File: config.mk
export PLATFORM = sky130hd
export DESIGN_NAME = control_sequencer
export DESIGN_NICKNAME = d
export VERILOG_FILES = /design/src/rtl/control_sequencer.sv
export SDC_FILE = /design/constraint.sdc
export NUM_CORES = 1
export LEC_CHECK = 0
export CORE_MARGIN = 2
export CORE_UTILIZATION = 41
export CTS_CLUSTER_SIZE = 14
export DETAILED_ROUTE_END_ITERATION = 8
export PLACE_DENSITY_LB_ADDON = 0.12
export SLEW_MARGIN = 20
export SYNTH_ARGS = -nofsm -noshare
export SYNTH_HDL_FRONTEND = slang
export SYNTH_SLANG_ARGS = --single-unit
File: constraint.sdc
create_clock -name clock -period 4.8 [get_ports clock]
set_clock_uncertainty 0.1 [all_clocks]
set_input_delay 0.48 -clock clock [delete_from_list [all_inputs] [get_ports clock]]
set_output_delay 0.48 -clock clock [all_outputs]
set_load 0.01 [all_outputs]
File: src/rtl/control_sequencer.sv
// Hardwired Moore control unit for the single-bus MiniSRC CPU.
// Fetch runs T0-T2, then a per-opcode execute sequence in T3-T7 returns to T0.
module control_sequencer #(
  parameter int             OPW       = 5,
  parameter logic [4:0]     ADD_CODE  = 5'd3,
  parameter logic [OPW-1:0] HALT_CODE = OPW'(27)
) (
  input  logic        clock,
  input  logic        clear,
  input  logic [31:0] IR,
  input  logic        conOut,
  output logic        PCout,
  output logic        IncPC,
  output logic        PCin,
  output logic        MARin,
  output logic        MDRin,
  output logic        MDRout,
  output logic        IRin,
  output logic        Yin,
  output logic        read,
  output logic        write,
  output logic        RAMenable,
  output logic        Gra,
  output logic        Grb,
  output logic        Grc,
  output logic        Rin,
  output logic        Rout,
  output logic        BAout,
  output logic        R15inC,
  output logic        CSignout,
  output logic        HIin,
  output logic        LOin,
  output logic        HIout,
  output logic        LOout,
  output logic        PortInout,
  output logic        OutPortenable,
  output logic        conin,
  output logic        ZMuxEnable,
  output logic        ZSelect,
  output logic        ZMuxOut,
  output logic [4:0]  aluControl,
  output logic        run
);

  localparam logic [OPW-1:0] OP_LD   = OPW'(0);
  localparam logic [OPW-1:0] OP_LDI  = OPW'(1);
  localparam logic [OPW-1:0] OP_ST   = OPW'(2);
  localparam logic [OPW-1:0] OP_ADD  = OPW'(3);
  localparam logic [OPW-1:0] OP_ROL  = OPW'(11);
  localparam logic [OPW-1:0] OP_ADDI = OPW'(12);
  localparam logic [OPW-1:0] OP_ORI  = OPW'(14);
  localparam logic [OPW-1:0] OP_MUL  = OPW'(15);
  localparam logic [OPW-1:0] OP_DIV  = OPW'(16);
  localparam logic [OPW-1:0] OP_NEG  = OPW'(17);
  localparam logic [OPW-1:0] OP_NOT  = OPW'(18);
  localparam logic [OPW-1:0] OP_BR   = OPW'(19);
  localparam logic [OPW-1:0] OP_JR   = OPW'(20);
  localparam logic [OPW-1:0] OP_JAL  = OPW'(21);
  localparam logic [OPW-1:0] OP_IN   = OPW'(22);
  localparam logic [OPW-1:0] OP_OUT  = OPW'(23);
  localparam logic [OPW-1:0] OP_MFHI = OPW'(24);
  localparam logic [OPW-1:0] OP_MFLO = OPW'(25);

  typedef enum logic [3:0] {
    S_RESET, S_T0, S_T1, S_T2, S_T3, S_T4, S_T5, S_T6, S_T7, S_HALT
  } state_t;

  state_t         state_q, state_d;
  logic [OPW-1:0] op;
  logic [2:0]     last;
  logic           unused_ir;

  assign op        = IR[31 -: OPW];
  assign unused_ir = ^IR[31-OPW:0];

  // Final execute step (3..7) of each opcode; everything else ends at T3.
  function automatic logic [2:0] last_step(input logic [OPW-1:0] opc);
    logic [2:0] s;
    case (opc) inside
      OP_LD, OP_ST:                             s = 3'd7;
      OP_MUL, OP_DIV, OP_BR:                    s = 3'd6;
      OP_LDI, [OP_ADD:OP_ROL], [OP_ADDI:OP_ORI]: s = 3'd5;
      OP_NEG, OP_NOT, OP_JAL:                   s = 3'd4;
      default:                                  s = 3'd3;
    endcase
    return s;
  endfunction

  assign last = last_step(op);

  always_ff @(posedge clock) begin
    state_q <= state_d;
  end

  always_comb begin
    state_d = state_q;
    case (state_q)
      S_RESET: state_d = S_T0;
      S_T0:    state_d = S_T1;
      S_T1:    state_d = S_T2;
      S_T2:    state_d = S_T3;
      S_T3: begin
        if (op == HALT_CODE)    state_d = S_HALT;
        else if (last == 3'd3)  state_d = S_T0;
        else                    state_d = S_T4;
      end
      S_T4:    state_d = (last == 3'd4) ? S_T0 : S_T5;
      S_T5:    state_d = (last == 3'd5) ? S_T0 : S_T6;
      S_T6:    state_d = (last == 3'd6) ? S_T0 : S_T7;
      S_T7:    state_d = S_T0;
      S_HALT:  state_d = S_HALT;
      default: state_d = S_RESET;
    endcase
    if (!clear) state_d = S_RESET;
  end

  always_comb begin
    PCout = 1'b0; IncPC = 1'b0; PCin = 1'b0; MARin = 1'b0;
    MDRin = 1'b0; MDRout = 1'b0; IRin = 1'b0; Yin = 1'b0;
    read = 1'b0; write = 1'b0; RAMenable = 1'b0;
    Gra = 1'b0; Grb = 1'b0; Grc = 1'b0; Rin = 1'b0; Rout = 1'b0;
    BAout = 1'b0; R15inC = 1'b0; CSignout = 1'b0;
    HIin = 1'b0; LOin = 1'b0; HIout = 1'b0; LOout = 1'b0;
    PortInout = 1'b0; OutPortenable = 1'b0; conin = 1'b0;
    ZMuxEnable = 1'b0; ZSelect = 1'b0; ZMuxOut = 1'b0;
    aluControl = 5'd0;
    run = (state_q != S_RESET) && (state_q != S_HALT);
    case (state_q)
      S_T0: begin PCout = 1'b1; MARin = 1'b1; IncPC = 1'b1; end
      S_T1: begin read = 1'b1; RAMenable = 1'b1; MDRin = 1'b1; end
      S_T2: begin MDRout = 1'b1; IRin = 1'b1; end
      S_T3: begin
        case (op) inside
          OP_LD, OP_LDI, OP_ST: begin Grb = 1'b1; Rout = 1'b1; BAout = 1'b1; Yin = 1'b1; end
          [OP_ADD:OP_ROL], [OP_ADDI:OP_ORI]: begin Grb = 1'b1; Rout = 1'b1; Yin = 1'b1; end
          OP_MUL, OP_DIV: begin Gra = 1'b1; Rout = 1'b1; Yin = 1'b1; end
          OP_NEG, OP_NOT: begin
            Grb = 1'b1; Rout = 1'b1; aluControl = 5'(op); ZMuxEnable = 1'b1;
          end
          OP_BR:   begin Gra = 1'b1; Rout = 1'b1; conin = 1'b1; end
          OP_JR:   begin Gra = 1'b1; Rout = 1'b1; PCin = 1'b1; end
          OP_JAL:  begin PCout = 1'b1; R15inC = 1'b1; end
          OP_IN:   begin PortInout = 1'b1; Gra = 1'b1; Rin = 1'b1; end
          OP_OUT:  begin Gra = 1'b1; Rout = 1'b1; OutPortenable = 1'b1; end
          OP_MFHI: begin HIout = 1'b1; Gra = 1'b1; Rin = 1'b1; end
          OP_MFLO: begin LOout = 1'b1; Gra = 1'b1; Rin = 1'b1; end
          default: ;
        endcase
      end
      S_T4: begin
        case (op) inside
          OP_LD, OP_LDI, OP_ST: begin CSignout = 1'b1; aluControl = ADD_CODE; ZMuxEnable = 1'b1; end
          [OP_ADD:OP_ROL]: begin
            Grc = 1'b1; Rout = 1'b1; aluControl = 5'(op); ZMuxEnable = 1'b1;
          end
          [OP_ADDI:OP_ORI]: begin CSignout = 1'b1; aluControl = 5'(op); ZMuxEnable = 1'b1; end
          OP_MUL, OP_DIV: begin
            Grb = 1'b1; Rout = 1'b1; aluControl = 5'(op); ZMuxEnable = 1'b1;
          end
          OP_NEG, OP_NOT: begin ZMuxOut = 1'b1; Gra = 1'b1; Rin = 1'b1; end
          OP_BR:  begin PCout = 1'b1; Yin = 1'b1; end
          OP_JAL: begin Gra = 1'b1; Rout = 1'b1; PCin = 1'b1; end
          default: ;
        endcase
      end
      S_T5: begin
        case (op) inside
          OP_LD, OP_ST: begin ZMuxOut = 1'b1; MARin = 1'b1; end
          OP_LDI, [OP_ADD:OP_ROL], [OP_ADDI:OP_ORI]: begin ZMuxOut = 1'b1; Gra = 1'b1; Rin = 1'b1; end
          OP_MUL, OP_DIV: begin ZMuxOut = 1'b1; LOin = 1'b1; end
          OP_BR: begin CSignout = 1'b1; aluControl = ADD_CODE; ZMuxEnable = 1'b1; end
          default: ;
        endcase
      end
      S_T6: begin
        case (op) inside
          OP_LD:          begin read = 1'b1; RAMenable = 1'b1; MDRin = 1'b1; end
          OP_ST:          begin Gra = 1'b1; Rout = 1'b1; MDRin = 1'b1; end
          OP_MUL, OP_DIV: begin ZMuxOut = 1'b1; ZSelect = 1'b1; HIin = 1'b1; end
          OP_BR: begin
            ZMuxOut = conOut;
            PCin    = conOut;
          end
          default: ;
        endcase
      end
      S_T7: begin
        case (op) inside
          OP_LD:   begin MDRout = 1'b1; Gra = 1'b1; Rin = 1'b1; end
          OP_ST:   begin write = 1'b1; RAMenable = 1'b1; end
          default: ;
        endcase
      end
      default: ;
    endcase
  end

endmodule

==> impl_metrics.json <==
{
  "status": "finished, final reports clean",
  "yosysWarnings": 0,
  "drv_slew": 0,
  "multi_input_area_sq_um": 960,
  "switchingPower_uw": 82.0,
  "reg.largest.list": "state_q (4)",
  "globalplace.congestion": 0.901,
  "power_uw": 196,
  "crit_slowest_cell": "clkdlybuf4s50_1",
  "stdcell_count": 248,
  "antenna_left": 0,
  "worstSetupEndpoint": "HIin",
  "cp.depth": 7,
  "min_period_ns": 3.71,
  "port_buffers": 42,
  "drt_wl_total_um": 4050,
  "critical_path_class": "in2out",
  "layout_common_cells": "42 x clkdlybuf4s50_1, 24 x nor2_1, 13 x o21ai_0",
  "r2r_cells": 4,
  "via_count": 1581,
  "gr-usage-all-layers_pct": 24.6,
  "layout_setup_ws_ns": 1.09,
  "pre_cts_slack_ns": 1.14,
  "crit_family": "buffers and inverters",
  "ir_drop_uv": 244,
  "synth_cell_types": 56,
  "critPathMaxStageDelay_ns": 0.73,
  "core-area_sq_um": 2730,
  "largest_reg_flops": 4,
  "area_growth_pct": 36.2,
  "ys_seq_area_share_pct": 6.88,
  "grt_max_degree": 28,
  "syn_nets": 222,
  "use_met3_pct": 4.54,
  "pwr-share-clk_pct": 21.3,
  "r2r_setup_slack_ns": 2.74,
  "regArea_sq_um": 80.1,
  "synth.largest_area_cell": "nor2_1",
  "cts_resized": 0,
  "crit_chain": "clkdlybuf4s50_1 -> buf_4 -> clkinv_1 -> nor3_1 -> a21oi_1 -> nor3_1 -> clkdlybuf4s50_1",
  "cts_setup_buffers": 0,
  "cp_max_fo": 12,
  "final.fill_count": 265,
  "rows": 19,
  "grt_pass1_wl_um": 6580,
  "die_w_um": 57.3,
  "first_global_vias": 1418,
  "post_route_cells_drive_above_1_share_pct": 7.37,
  "post-route-period-util_pct": 77.2,
  "timing.rr.start": "state_q[2]",
  "grt_antenna_before_repair": 0,
  "die_y_um": 57.3,
  "power.internal_uw": 114,
  "rsz0062_at_grt": "false",
  "critPathBufInv": 4,
  "overflow": 0,
  "place_inst": 245,
  "synth-seq-cells": 4,
  "cp.required_ns": 4.22,
  "yosys.area.top_type_share_pct": 7.74,
  "cts.clk_slew.worst_paths_ns": 0.04,
  "final_common_cell": "clkdlybuf4s50_1",
  "viasPerCell": 6.38,
  "pwr-share-comb_pct": 54.3,
  "powerDensity_nw_per_um2": 123,
  "yosys-top-cells-area": "nor2_1 7.7%, dfxtp_1 6.9%, o21ai_0 5.6%",
  "avgSynthCellArea_sq_um": 6.22,
  "postSynth.asyncResetShare_pct": 0,
  "cts_root_buf": "clkbuf_4",
  "critPathLaunch": "IR[31]",
  "firstDrtPassIters": 5,
  "largest-register": "state_q",
  "setup_tns_ns": 0,
  "initial_utilization_pct": 42.6,
  "power_frac_seq_pct": 24.4,
  "ctsHoldBuffers": 0,
  "insertedDiodeCount": 0,
  "drtIter0Drc": 86,
  "insertion_delay_ns": 0.23,
  "clockBufferDepth": 2,
  "fin_nets": 254,
  "synth_area_sq_um": 1160,
  "fmax_mhz": 270,
  "slew_headroom_pct": 57.0,
  "use_met1_pct": 36.6,
  "hold_violations": 0,
  "critPathCaptureType": "primary output",
  "worstPathArrival_ns": 3.13,
  "hold_class": "reg2reg",
  "grtUsageMet2_pct": 37.4,
  "cts_buffers": 3,
  "cap_violations": 0,
  "clkSinkCount": 4,
  "tritoncts": "built",
  "r2r-end": "state_q[2]",
  "io_pins": 70,
  "dp_hpwl_um": 2870,
  "htreeDepth": 1,
  "cellLeakagePower_uw": 0.000542,
  "synth_cells": 187,
  "routedWlPerCell_um": 16.3,
  "dieArea_sq_um": 3280,
  "setup_violations": 0,
  "synthFlopType": "dfxtp_1",
  "crit_path_start_kind": "input pin",
  "route.detailed.drc": 0,
  "switching_share_pct": 41.9,
  "worst_pin_slew_ns": 0.644,
  "synth_edf_count": 0,
  "busiest_layer": "met2"
}
-- cell usage after synthesis (2+ instances only) --
master	n
a211oi_1	3
a21oi_1	11
a31oi_1	2
and3_1	4
buf_1	3
buf_2	6
buf_6	2
clkbuf_1	9
dfxtp_1	4
inv_1	4
nand2_1	10
nand2b_1	7
nand3_1	9
nand3b_1	2
nand4bb_1	2
nor2_1	24
nor2b_1	5
nor3_1	12
nor3b_1	2
nor4_1	4
o211ai_1	3
o21ai_0	13
o22a_1	3
o22ai_1	4
o2bb2ai_1	3
o32ai_1	2
or3_1	3
xnor2_1	2
xor2_1	2
-- worst register-to-register path, stage by stage (launching register included) --
cell and delay (ns):
dfxtp_1 0.63, nor3b_1 0.37, nor2b_1 0.48, o21ai_0 0.19
a31oi_1 0.21
-- worst min-delay path by stage --
stage / startpoint / end / slack (ns) / cells past startpoint
final: state_q[1] / state_q[3] / 0.76 / 2
after global routing: clear / state_q[0] / 0.78 / 3
after CTS: state_q[3] / state_q[3] / 0.75 / 3
after detailed placement: state_q[3] / state_q[3] / 0.74 / 3
after global placement: state_q[3] / state_q[3] / 0.71 / 3
after floorplan: clear / state_q[0] / 0.54 / 2
-- cell families (layout without fill, tap and decap cells) --
group | count (synthesis) | after routing | synth area share, %
simple gates | 98 | 98 | 48.3
flops | 4 | 4 | 6.88
xor+xnor | 4 | 4 | 3.01
compound gates | 54 | 54 | 30.3
mux | 1 | 1 | 0.860
buf+inv | 26 | 56 | 10.6
-- cell type report --
| cell class | count | share of cell area, % |
|---|---|---|
| Timing Repair Buffer | 48 | 29.4 |
| Tap cell | 31 | 2.45 |
| Clock buffer | 3 | 1.42 |
| Inverter | 5 | 1.18 |
| Multi-Input combinational cell | 157 | 60.5 |
| Sequential cell | 4 | 5.05 |
-- routing by layer --
layer	routed length [um]	vias up
li1	-	757
met1	1800	726
met2	1860	92
met3	354	6
met4	34	0
met5	0	-
-- power by group through the flow --
stage	registers, uW	clock network [uW]	logic, uW
CTS	47.3	43.6	105
detailed placement	47.9	0	104
global route	48.5	46.8	114
floorplan	37.7	0	74.8
global placement	47.1	0	103
finish	47.8	41.7	106
-- per-stage QoR --
| stage | util (%) | hold slack, ns | instance area, sq um |
|---|---|---|---|
| finish | 58.0 | 0.760 | 1590 |
| CTS | 58.0 | 0.747 | 1590 |
| global placement | 57.2 | 0.711 | 1560 |
| floorplan | - | 0.535 | 1160 |
| global route | 58.0 | 0.778 | 1590 |
| detailed placement | 57.2 | 0.737 | 1560 |
(Power assumes the default switching activity.)
